$ cat src/rtl/alu_pkg.sv
`default_nettype none
// ============================================================================
// Module      : alu_pkg
// Description : Shared ALU constants. Holds the datapath width, the
//               multiplier FSM state encodings and the shift-add iteration
//               count.
// Revision    : 1.0 - initial release
// ============================================================================
package alu_pkg;

  // Datapath width shared by adder_8bit and mult_8bit_seq
  localparam int ALU_WIDTH = 8;

  // Multiplier FSM state encodings
  localparam logic [1:0] ST_IDLE = 2'd0;
  localparam logic [1:0] ST_RUN  = 2'd1;
  localparam logic [1:0] ST_DONE = 2'd2;

  // One shift-add iteration per multiplier bit
  localparam int ITER_COUNT = 8;

  typedef enum logic [1:0] {
    S_IDLE = ST_IDLE,
    S_RUN  = ST_RUN,
    S_DONE = ST_DONE
  } mult_state_t;

endpackage
`default_nettype wire

$ cat src/rtl/adder_8bit.sv
`default_nettype none
// ============================================================================
// Module      : adder_8bit
// Description : Combinational 8-bit adder with no carry-out. The sum wraps
//               modulo 256.
// Ports       : A   [7:0] in  - addend
//               B   [7:0] in  - addend
//               Sum [7:0] out - (A + B) mod 256
// Revision    : 1.0 - initial release
// ============================================================================
module adder_8bit (
  input  logic [7:0] A,
  input  logic [7:0] B,
  output logic [7:0] Sum
);

  assign Sum = A + B;

endmodule
`default_nettype wire

$ cat src/rtl/mult_8bit_seq.sv
`default_nettype none
// ============================================================================
// Module      : mult_8bit_seq
// Description : Sequential 8x8 unsigned shift-add multiplier built on the
//               existing adder_8bit. A start accepted in IDLE or DONE runs
//               eight iterations; the 16-bit product is valid with a
//               one-cycle done pulse 8 edges after acceptance.
// Ports       : clk           in  - rising-edge clock
//               rst           in  - asynchronous active-high reset
//               start         in  - request, sampled only in IDLE or DONE
//               a       [7:0] in  - multiplicand, latched on accepted start
//               b       [7:0] in  - multiplier, latched on accepted start
//               busy          out - high while iterating
//               done          out - one-cycle pulse when product updates
//               product [15:0]out - a*b, held until next completion/reset
// Revision    : 1.0 - initial release
// ============================================================================
module mult_8bit_seq
  import alu_pkg::*;
#(
  parameter int WIDTH = ALU_WIDTH   // only 8 is supported (adder width)
) (
  input  logic                 clk,
  input  logic                 rst,
  input  logic                 start,
  input  logic [WIDTH-1:0]     a,
  input  logic [WIDTH-1:0]     b,
  output logic                 busy,
  output logic                 done,
  output logic [2*WIDTH-1:0]   product
);

  localparam logic [3:0] c_last_iter = 4'(ITER_COUNT - 1);

  mult_state_t        r_state;
  logic [WIDTH-1:0]   r_mcand;
  logic [WIDTH-1:0]   r_acc;
  logic [WIDTH-1:0]   r_mq;
  logic [3:0]         r_cnt;
  logic               r_done;
  logic [2*WIDTH-1:0] r_product;

  logic [WIDTH-1:0]   w_sum;
  logic               w_carry;
  logic [WIDTH-1:0]   w_acc_nxt;
  logic [WIDTH-1:0]   w_mq_nxt;

  adder_8bit u_adder (
    .A   (r_acc),
    .B   (r_mcand),
    .Sum (w_sum)
  );

  // The adder has no carry-out; an unsigned add wrapped iff the result is
  // smaller than either operand.
  assign w_carry = (w_sum < r_acc);

  // {acc,mq} treated as one register shifted right by one each iteration,
  // with the add result (plus its carry) injected when the multiplier LSB is 1.
  always_comb begin
    w_acc_nxt = {1'b0, r_acc[WIDTH-1:1]};
    w_mq_nxt  = {r_acc[0], r_mq[WIDTH-1:1]};
    if (r_mq[0]) begin
      w_acc_nxt = {w_carry, w_sum[WIDTH-1:1]};
      w_mq_nxt  = {w_sum[0], r_mq[WIDTH-1:1]};
    end
  end

  always_ff @(posedge clk or posedge rst) begin
    if (rst) begin
      r_state   <= S_IDLE;
      r_mcand   <= '0;
      r_acc     <= '0;
      r_mq      <= '0;
      r_cnt     <= '0;
      r_done    <= 1'b0;
      r_product <= '0;
    end else begin
      case (r_state)
        S_RUN: begin
          r_acc <= w_acc_nxt;
          r_mq  <= w_mq_nxt;
          r_cnt <= r_cnt + 4'd1;
          if (r_cnt == c_last_iter) begin
            r_product <= {w_acc_nxt, w_mq_nxt};
            r_done    <= 1'b1;
            r_state   <= S_DONE;
          end
        end
        // IDLE and DONE accept a new request identically; DONE always
        // lasts a single cycle.
        default: begin
          r_done <= 1'b0;
          if (start) begin
            r_mcand <= a;
            r_mq    <= b;
            r_acc   <= '0;
            r_cnt   <= '0;
            r_state <= S_RUN;
          end else begin
            r_state <= S_IDLE;
          end
        end
      endcase
    end
  end

  assign busy    = (r_state == S_RUN);
  assign done    = r_done;
  assign product = r_product;

endmodule
`default_nettype wire
$ cat config.mk
export PLATFORM = sky130hd
export DESIGN_NAME = mult_8bit_seq
export DESIGN_NICKNAME = d
export VERILOG_FILES = /design/src/rtl/alu_pkg.sv /design/src/rtl/adder_8bit.sv /design/src/rtl/mult_8bit_seq.sv
export SDC_FILE = /design/constraint.sdc
export NUM_CORES = 1
export LEC_CHECK = 0
export CAP_MARGIN = 30
export CELL_PAD_IN_SITES_DETAIL_PLACEMENT = 1
export CELL_PAD_IN_SITES_GLOBAL_PLACEMENT = 2
export CORE_AREA = 2 2 88 90
export DETAILED_ROUTE_END_ITERATION = 7
export DIE_AREA = 0 0 90 92
export PLACE_DENSITY = 0.72
export SLEW_MARGIN = 20
export SYNTH_ARGS = -nofsm -noshare
export SYNTH_HDL_FRONTEND = slang
export SYNTH_SLANG_ARGS = --single-unit
$ cat constraint.sdc
create_clock -name clk -period 7.6 [get_ports clk]
set_clock_uncertainty 0.15 [all_clocks]
set_input_delay 2.28 -clock clk [delete_from_list [all_inputs] [get_ports clk]]
set_output_delay 2.28 -clock clk [all_outputs]
set_load 0.05 [all_outputs]
==> results of run 1 <==
-- cell usage after synthesis, types with 2 or more instances --
library cell  count
a211oi_1          5
a21o_1            4
a21oi_1          11
clkbuf_1          5
dfrtp_1          46
ha_1             14
inv_1             9
mux2_2           17
mux2i_1          14
nand2_1          14
nand2b_1          2
nand3b_1          4
nor2_1           13
nor2b_1           2
nor3_1            3
o211ai_1          3
o21a_1            4
o21ai_0          19
or3_1             4
xnor2_1           3
xor2_1            3
-- stage by stage --
stage / setup slack (ps) / hold WS [ps]
after global routing: 2290 / 398
after global placement: 2870 / 344
after CTS: 2480 / 368
after floorplan: 3560 / 308
final: 2530 / 361
after detailed placement: 2840 / 348
-- layer usage --
metal | track usage | share of wire
met5 | 0 | 0
met4 | 0.0385 | 0.011
met3 | 0.0386 | 0.047
met2 | 0.232 | 0.48
met1 | 0.166 | 0.46
-- worst max-delay path by stage --
stage,startpoint,endpoint,cells past startpoint
finish,done,busy,3
global route,done,busy,3
CTS,done,busy,3
detailed placement,done,busy,3
global placement,done,busy,3
floorplan,done,busy,3
-- worst register-to-register path, cell delays in order (launching register included) --
cell and delay [ps]:
dfrtp_1 410, ha_1 240, fa_1 460, a211oi_1 230, nor2_1 100, o21a_1 190
nor3_1 200, nor2_1 80, ha_1 290, a211oi_1 240, a21oi_1 130, o21ai_0 190
-- final cells by class --
| cell class | instances | area [um2] | share of cell area |
|---|---|---|---|
| inverter | 10 | 37.5 | 0.0126 |
| timing repair buffer | 38 | 395 | 0.133 |
| multi-input combinational | 149 | 1130 | 0.378 |
| clock inverter | 3 | 68.8 | 0.0231 |
| clock buffer | 5 | 68.8 | 0.0231 |
| tap | 102 | 128 | 0.0429 |
| sequential | 46 | 1150 | 0.387 |
-- registers in the layout (all words and copies together) (netlist names) --
register / count
r_mcand: 8
r_mq: 8
product: 16
r_cnt: 4
done: 1
r_state: 1
r_acc: 8
-- cell families (layout without fill, tap and decap cells) --
family / Yosys count / in the layout / synth area share
and+or+nand+nor: 45 / 45 / 0.0937
muxes: 31 / 31 / 0.141
AOI/OAI and AO/OA: 52 / 52 / 0.139
xor gates and xnor gates: 6 / 6 / 0.0224
DFF: 46 / 46 / 0.490
buffers and inverters: 18 / 56 / 0.0309
adders and majority gates: 15 / 15 / 0.0831
==> summary.md, run 1 <==
| Metric | Value |
|---|---|
| Status | `finished clean` |
| Slew headroom | `0.409` |
| Startpoint types | `flop` |
| # port buffers | `36` |
| Post-synth EDFFs | `0` |
| Cell taking the most area after synthesis | `dfrtp_1` |
| Clock Tree Buf Depth | `2` |
| Nature of the critical path endpoint | `output pin` |
| Die area | `0.00828 mm2` |
| WS Path Type | `flop to output pin` |
| First-pass GRT wire length | `8.89 mm` |
| GRT Util Overall | `0.135` |
| Required @ worst endpoint | `5170 ps` |
| Crit path cell chain | `nand2b_1, clkinv_1, clkdlybuf4s50_1` |
| Synthesized instance count | `213` |
| Fill cell count | `836` |
| CTS tree | `yes` |
| Hold-fix buffer count after cts | `0` |
| Ranking of synthesized cells by area | `dfrtp_1, mux2_2, ha_1` |
| Layout Utilization | `0.400` |
| Initial detailed-routing violation count | `53` |
| Final Cycle Share | `0.667` |
| Core Region | `0.00745 mm2` |
| Hold Crit Class | `flop to flop` |
| Die Span Y | `92 um` |
| Cell variety after synth | `35` |
| Placed Area | `0.00284 mm2` |
| CP max stage delay | `900 ps` |
| Final nets | `284` |
| PostCTS Resize Cnt | `0` |
| Drt via density | `4.81` |
| Crit-path max FO | `28` |
| CTS sink cnt | `46` |
| Global route overflow | `0` |
| Ports | `37` |
| Clk pin slew, worst setup/hold paths | `90 ps` |
| Number of synthesized register bits | `46` |
| Placer Congestion | `0.729` |
| CTS Buf Count | `5` |
| H-tree depth | `2` |
| Worst Reg2Reg Path Length in Cells | `11` |
| Synthesized Nets | `247` |
| Critical Path Slowest Stage Cell | `clkdlybuf4s50_1` |
| Area growth, synth to finish | `26.6%` |
| Final Setup Violations | `0` |
| Via count | `1698` |
| Insertion delay to the later sink of the worst-skew pair | `300 ps` |
| Worst R2R Start | `r_acc[0]` |
| Maxcap violations | `0` |
| DR WL/cell | `14.6 um` |
| RSZ-0062 raised after global routing | `false` |
| Bufs and invs on worst path | `2` |
| Design area | `0.00298 mm2` |
| Setup TNS Final | `0 ps` |
| Sequential area share after synthesis | `0.490` |
| Final Critical Period | `5070 ps` |
| Syn_area_per_cell | `11.0 um2` |
| Slew Viols, Final | `0` |
| Most common cell after layout, fill and taps aside | `dfrtp_1` |
| Remaining DRCs | `0` |
| Initial core utilization | `0.316` |
| Most frequent cells in the layout | `dfrtp_1, clkdlybuf4s50_1, o21ai_0` |
| # Post-CTS Setup Buffers | `0` |
| Hold path startpoint | `product[13]` |
| Layout cells sized above 1 | `0.127` |
| ANT nets after route | `0` |
| Synthesis Warnings | `0` |
| Hold path endpoint | `product[13]` |
| Cell area after synthesis | `0.00235 mm2` |
| Hpwl dp | `3.75 mm` |
| Ys async rst share | `1.00` |
| Crit-path leading delay family | `buffers and inverters` |
| CP Data Arrival Time | `2640 ps` |
| Least-Margin Pin Slew | `884 ps` |
| Most used DFF post-synth | `dfrtp_1` |
| Diodes inserted | `0` |
| Achievable Freq | `197 MHz` |
| Initial antenna violation count | `0` |
| Vias in the first global route | `1850` |
| Pre-Repair DR Iteration Count | `4` |
| RR Endpoint | `r_acc[7]` |
| Placed cells | `345` |
| Finished Layout Cells | `353` |
| Largest net degree at the start of global routing | `29` |
| Synth top area share | `0.490` |
| Die width | `90 um` |
| Hold path depth | `1` |
| Reg2reg setup slack | `4600 ps` |
| Rows | `32` |
| Post-Route WL | `5.15 mm` |
| Final hold violation count | `0` |
| Clock Tree Root | `clkbuf_8` |
Power of run 1 is left out: the tool's default activity adds up to more than one toggle a clock period on the data nets, which glitch-free logic cannot reach.
==> run 2, diff against run 1 <==
--- a/config.mk
+++ b/config.mk
@@ -8,10 +8,10 @@
 export CAP_MARGIN = 30
 export CELL_PAD_IN_SITES_DETAIL_PLACEMENT = 1
 export CELL_PAD_IN_SITES_GLOBAL_PLACEMENT = 2
-export CORE_AREA = 2 2 88 90
+export CORE_AREA = 2 2 91 93
 export DETAILED_ROUTE_END_ITERATION = 7
-export DIE_AREA = 0 0 90 92
-export PLACE_DENSITY = 0.72
+export DIE_AREA = 0 0 93 95
+export PLACE_DENSITY = 0.71
 export SLEW_MARGIN = 20
 export SYNTH_ARGS = -nofsm -noshare
 export SYNTH_HDL_FRONTEND = slang
==> constraint.sdc (replaced) <==
create_clock -name clk -period 4.59 [get_ports clk]
set_clock_uncertainty 0.15 [all_clocks]
set_input_delay 1.377 -clock clk [delete_from_list [all_inputs] [get_ports clk]]
set_output_delay 1.377 -clock clk [all_outputs]
set_load 0.05 [all_outputs]
==> run 2 against run 1 <==
Effect of this change:
- non-clock buffer count rose by 3
- die area rose by 6.7%
- sequential share of layout area rose by 0.33 points
- sequential cell count did not move
- critical path depth rose by 1
- worst hold slack improved by 5.9 ps
- final cell count rose by 1.7%
- utilization fell by 2.7 points
- design area fell by 0.84%
- critical endpoint unchanged
==> summary.md, run 2 (synthesized netlist as in run 1, its figures left out) <==
| Metric | Value |
|---|---|
| Clock Tree Root | `clkbuf_8 (unchanged)` |
| Hpwl dp | `3.65 mm (was 3.75 mm)` |
| Total Power | `2.48 mW` |
| Achievable Freq | `296 MHz` |
| Pre-Repair DR Iteration Count | `4 (unchanged)` |
| Diodes inserted | `0 (unchanged)` |
| Most common cell after layout, fill and taps aside | `dfrtp_1 (unchanged)` |
| GRT Util Overall | `0.127 (was 0.135)` |
| Final Setup Violations | `0 (unchanged)` |
| Ports | `37 (unchanged)` |
| CP Data Arrival Time | `1850 ps (was 2640 ps)` |
| Hold-fix buffer count after cts | `0 (unchanged)` |
| Fill cell count | `890 (was 836)` |
| WS Path Type | `flop to output pin (unchanged)` |
| Initial detailed-routing violation count | `65 (was 53)` |
| Die width | `93 um (was 90 um)` |
| Most frequent cells in the layout | `dfrtp_1, clkdlybuf4s50_1, o21ai_0 (unchanged)` |
| Vias in the first global route | `1793 (was 1850)` |
| PostCTS Resize Cnt | `0 (unchanged)` |
| Pleak | `1.29 nW` |
| Placed cells | `351 (was 345)` |
| Insertion delay to the later sink of the worst-skew pair | `300 ps (about the same)` |
| Status | `finished clean (unchanged)` |
| Clock Tree Buf Depth | `2 (unchanged)` |
| Crit-path max FO | `15 (was 28)` |
| DR WL/cell | `14.4 um (was 14.6 um)` |
| # port buffers | `36 (unchanged)` |
| Hold Crit Class | `flop to flop (unchanged)` |
| Area of the multi-input gates | `0.00113 mm2 (unchanged)` |
| Core Region | `0.00793 mm2 (was 0.00745 mm2)` |
| Placer Congestion | `0.729 (about the same)` |
| Initial core utilization | `0.296 (was 0.316)` |
| Drt via density | `4.73 (was 4.81)` |
| Final Cycle Share | `0.736` |
| Final Critical Period | `3380 ps` |
| Initial antenna violation count | `0 (unchanged)` |
| H-tree depth | `2 (unchanged)` |
| Slew Viols, Final | `0 (unchanged)` |
| Clk pin slew, worst setup/hold paths | `90 ps (about the same)` |
| CTS tree | `yes (unchanged)` |
| Largest register FFs | `16 (unchanged)` |
| Maxcap violations | `0 (unchanged)` |
| Largest net degree at the start of global routing | `33 (was 29)` |
| Register Area | `0.00115 mm2 (unchanged)` |
| First-pass GRT wire length | `8.83 mm (was 8.89 mm)` |
| Final nets | `287 (was 284)` |
| Setup TNS Final | `0 ps (unchanged)` |
| RSZ-0062 raised after global routing | `false (unchanged)` |
| Area growth, synth to finish | `25.6% (was 26.6%)` |
| Rows | `33 (was 32)` |
| CTS sink cnt | `46 (unchanged)` |
| Die Span Y | `95 um (was 92 um)` |
| Startpoint types | `flop (unchanged)` |
| Nature of the critical path endpoint | `output pin (unchanged)` |
| Global route overflow | `0 (unchanged)` |
| Die area | `0.00884 mm2 (was 0.00828 mm2)` |
| Least-Margin Pin Slew | `521 ps (was 884 ps)` |
| Remaining DRCs | `0 (unchanged)` |
| Finished Layout Cells | `359 (was 353)` |
| CTS Buf Count | `5 (unchanged)` |
| Required @ worst endpoint | `3060 ps (was 5170 ps)` |
| Reg2reg setup slack | `1600 ps (was 4600 ps)` |
| Slew headroom | `0.651 (was 0.409)` |
| Layout cells sized above 1 | `0.138 (was 0.127)` |
| Via count | `1697 (was 1698)` |
| Post-Route WL | `5.17 mm (was 5.15 mm)` |
| Final hold violation count | `0 (unchanged)` |
| ANT nets after route | `0 (unchanged)` |
| VDD IR max | `0.000351 V` |
| # Post-CTS Setup Buffers | `0 (unchanged)` |
| Power Density | `841 mW/mm2` |
run 2: metrics by stage:
step | cell area (um2) | setup slack, ps | hold WS, ps | util
5_1_grt | 2950 | 1140 | 396 | 0.372
2_1_floorplan | 2350 | 1460 | 308 | -
3_3_place_gp | 2840 | 1530 | 341 | 0.358
6_report | 2950 | 1210 | 367 | 0.372
4_1_cts | 2950 | 1180 | 375 | 0.372
3_5_place_dp | 2860 | 1500 | 345 | 0.360
run 2: cell type report:
type / count / area share
flip-flops and latches: 46 / 0.390
multi-input cells: 149 / 0.382
repair buffers: 41 / 0.139
well taps: 105 / 0.0445
clock buffers: 5 / 0.0233
inverters: 10 / 0.0127
clock inverters: 3 / 0.00848
run 2: metal layers:
metal  up-vias  GRT usage  wire [um]
met1       833      0.176       2570
met2        26      0.204       2380
met5         -          0          0
met3         4     0.0287        177
met4         0     0.0294         45
li1        834          -          -
run 2: worst paths after layout:
kind                        startpoint          end  depth (start not counted)
min                        product[14]  product[14]                          1
max                               done         busy                          4
min reg2reg                product[14]  product[14]                          1
min in group asynchronous          rst   product[1]                          2
max reg2reg                   r_acc[0]     r_acc[7]                         11
max in group asynchronous          rst  product[15]                          3
run 2: critical path, stage by stage, from the launching register on:
cell,delay [ps]
dfrtp_1,380
nand2b_1,130
buf_4,180
clkinv_1,70
clkdlybuf4s50_1,790
run 2: report_power, final:
group	internal, mW	total, mW	leakage, nW	switching, mW
Clock	0.110	0.264	0.0447	0.154
Combinational	0.611	1.46	0.681	0.854
Sequential	0.606	0.751	0.563	0.146
Note: power is estimated with default switching activity, not from simulation.
==> run 3, diff against run 2 <==
==> constraint.sdc (replaced) <==
create_clock -name clk -period 2.95 [get_ports clk]
set_clock_uncertainty 0.15 [all_clocks]
set_input_delay 0.885 -clock clk [delete_from_list [all_inputs] [get_ports clk]]
set_output_delay 0.885 -clock clk [all_outputs]
set_load 0.05 [all_outputs]
==> run 3 against run 2 <==
Effect of this change:
- utilization rose by 0.79 points
- critical path depth rose by 7
- worst hold slack got worse by 5.6 ps
- routed wire length rose by 0.14%
- final cell count rose by 0.84%
- register-to-register slack got worse by 1400 ps
- first-iteration DRC count fell by 45%
- clock-buffer cell count did not move
- design area rose by 2.1%
- sequential cell count did not move
==> summary.md, run 3 (synthesized netlist as in run 1, its figures left out) <==
| Metric | Value |
|---|---|
| Post-Route WL | `5.17 mm (about the same)` |
| Critical Path Slowest Stage Cell | `dfrtp_1 (was clkdlybuf4s50_1)` |
| H-tree depth | `2 (unchanged)` |
| Final hold violation count | `0 (unchanged)` |
| Final Critical Period | `2800 ps` |
| Most frequent cells in the layout | `dfrtp_1, clkdlybuf4s50_1, o21ai_0 (unchanged)` |
| Diodes inserted | `0 (unchanged)` |
| Maxcap violations | `0 (unchanged)` |
| Clk pin slew, worst setup/hold paths | `100 ps (was 90 ps)` |
| Largest register FFs | `16 (unchanged)` |
| Final Setup Violations | `0 (unchanged)` |
| CP max stage delay | `410 ps (was 790 ps)` |
| ANT nets after route | `0 (unchanged)` |
| Slew headroom | `0.616 (was 0.651)` |
| Drt via density | `4.75 (was 4.73)` |
| DR WL/cell | `14.3 um (was 14.4 um)` |
| Initial detailed-routing violation count | `36 (was 65)` |
| Hold Crit Class | `flop to flop (unchanged)` |
| Achievable Freq | `358 MHz` |
| Insertion delay to the later sink of the worst-skew pair | `300 ps (about the same)` |
| Hold-fix buffer count after cts | `0 (unchanged)` |
| GRT Util Overall | `0.127 (about the same)` |
| Crit-path max FO | `3 (was 15)` |
| Worst Reg2Reg Path Length in Cells | `11 (unchanged)` |
| CTS sink cnt | `46 (unchanged)` |
| Die Span Y | `95 um (unchanged)` |
| Required @ worst endpoint | `3010 ps (was 3060 ps)` |
| Initial core utilization | `0.296 (unchanged)` |
| Status | `finished clean (unchanged)` |
| CP Data Arrival Time | `2850 ps (was 1850 ps)` |
| Crit path depth | `11 (was 4)` |
| Global route overflow | `0 (unchanged)` |
| Vias in the first global route | `1823 (was 1793)` |
| Crit path cell chain | `ha_2, fa_2, a211oi_1, nor2_1, o21a_1, o21a_1, nor2_1, ha_1, a211oi_2, a21oi_1, o21ai_0 (was nand2b_1, buf_4, clkinv_1, clkdlybuf4s50_1)` |
| Most common cell after layout, fill and taps aside | `dfrtp_1 (unchanged)` |
| WS Path Type | `flop to flop (was flop to output pin)` |
| Nature of the critical path endpoint | `flop (was output pin)` |
| Die width | `93 um (unchanged)` |
| Least-Margin Pin Slew | `573 ps (was 521 ps)` |
| Area growth, synth to finish | `28.2% (was 25.6%)` |
| Hold path depth | `1 (unchanged)` |
| Setup TNS Final | `0 ps (unchanged)` |
| Slew Viols, Final | `0 (unchanged)` |
| Clock Tree Buf Depth | `2 (unchanged)` |
| Initial antenna violation count | `0 (unchanged)` |
| Final nets | `290 (was 287)` |
| Ports | `37 (unchanged)` |
| Core Region | `0.00793 mm2 (unchanged)` |
| Pre-Repair DR Iteration Count | `4 (unchanged)` |
| Crit-path leading delay family | `compound AO/OA/AOI/OAI gates (was buffers and inverters)` |
| Rows | `33 (unchanged)` |
| CTS tree | `yes (unchanged)` |
| Startpoint types | `flop (unchanged)` |
| Die area | `0.00884 mm2 (unchanged)` |
| Largest net degree at the start of global routing | `34 (was 33)` |
| RSZ-0062 raised after global routing | `false (unchanged)` |
| First-pass GRT wire length | `8.87 mm (was 8.83 mm)` |
| # port buffers | `36 (unchanged)` |
| Remaining DRCs | `0 (unchanged)` |
| Via count | `1718 (was 1697)` |
| Bufs and invs on worst path | `0 (was 3)` |
| CTS Buf Count | `5 (unchanged)` |
| Layout cells sized above 1 | `0.171 (was 0.138)` |
| Clock Tree Root | `clkbuf_8 (unchanged)` |
| Final Cycle Share | `0.948` |
| Placer Congestion | `0.779 (was 0.729)` |
| Hpwl dp | `3.79 mm (was 3.65 mm)` |
## run 3: area by class of cell
class,instances,area (um2)
repair buffers,44,430
inverters,10,37.5
clock buffers,5,68.8
clock inverters,3,43.8
flip-flops and latches,46,1150
multi-input cells,149,1150
well taps,105,131
fillers,900,4910
## run 3: routing by layer
metal	share of wire	wire [um]	vias up	global-route usage
li1	-	-	840	-
met1	0.49	2510	849	0.168
met2	0.47	2440	27	0.212
met3	0.040	205	2	0.0343
met4	0.0031	16	0	0.0257
met5	0	0	-	0
## run 3: per-stage QoR
stage                     setup slack, ps  instances  area [um2]  utilization  hold WS [ps]
after global placement                172        354        2880        0.363           338
final                                 155        362        3010        0.380           362
after CTS                            10.4        362        2990        0.378           368
after detailed placement             42.4        354        2880        0.363           346
after floorplan                       273        213        2350            -           308
after global routing                 20.8        362        3010        0.380           391
## run 3: final timing paths
path	start	endpoint	slack [ps]
max in group asynchronous	rst	r_state[0]	1450
worst min-delay path	product[4]	product[4]	360
min in group asynchronous	rst	product[8]	710
worst max register to register	r_acc[0]	r_acc[7]	150
worst min register to register	product[4]	product[4]	360
worst max-delay path	r_acc[0]	r_acc[7]	150
## run 3: timing repair
item                                    in CTS  in global routing
buffers inserted                             0                  0
endpoints found under the setup margin       1                  2
pin swaps                                    0                  1
endpoints found under the hold margin        0                  0
resized for setup                            1                  5
Power of run 3 is left out for the same reason.
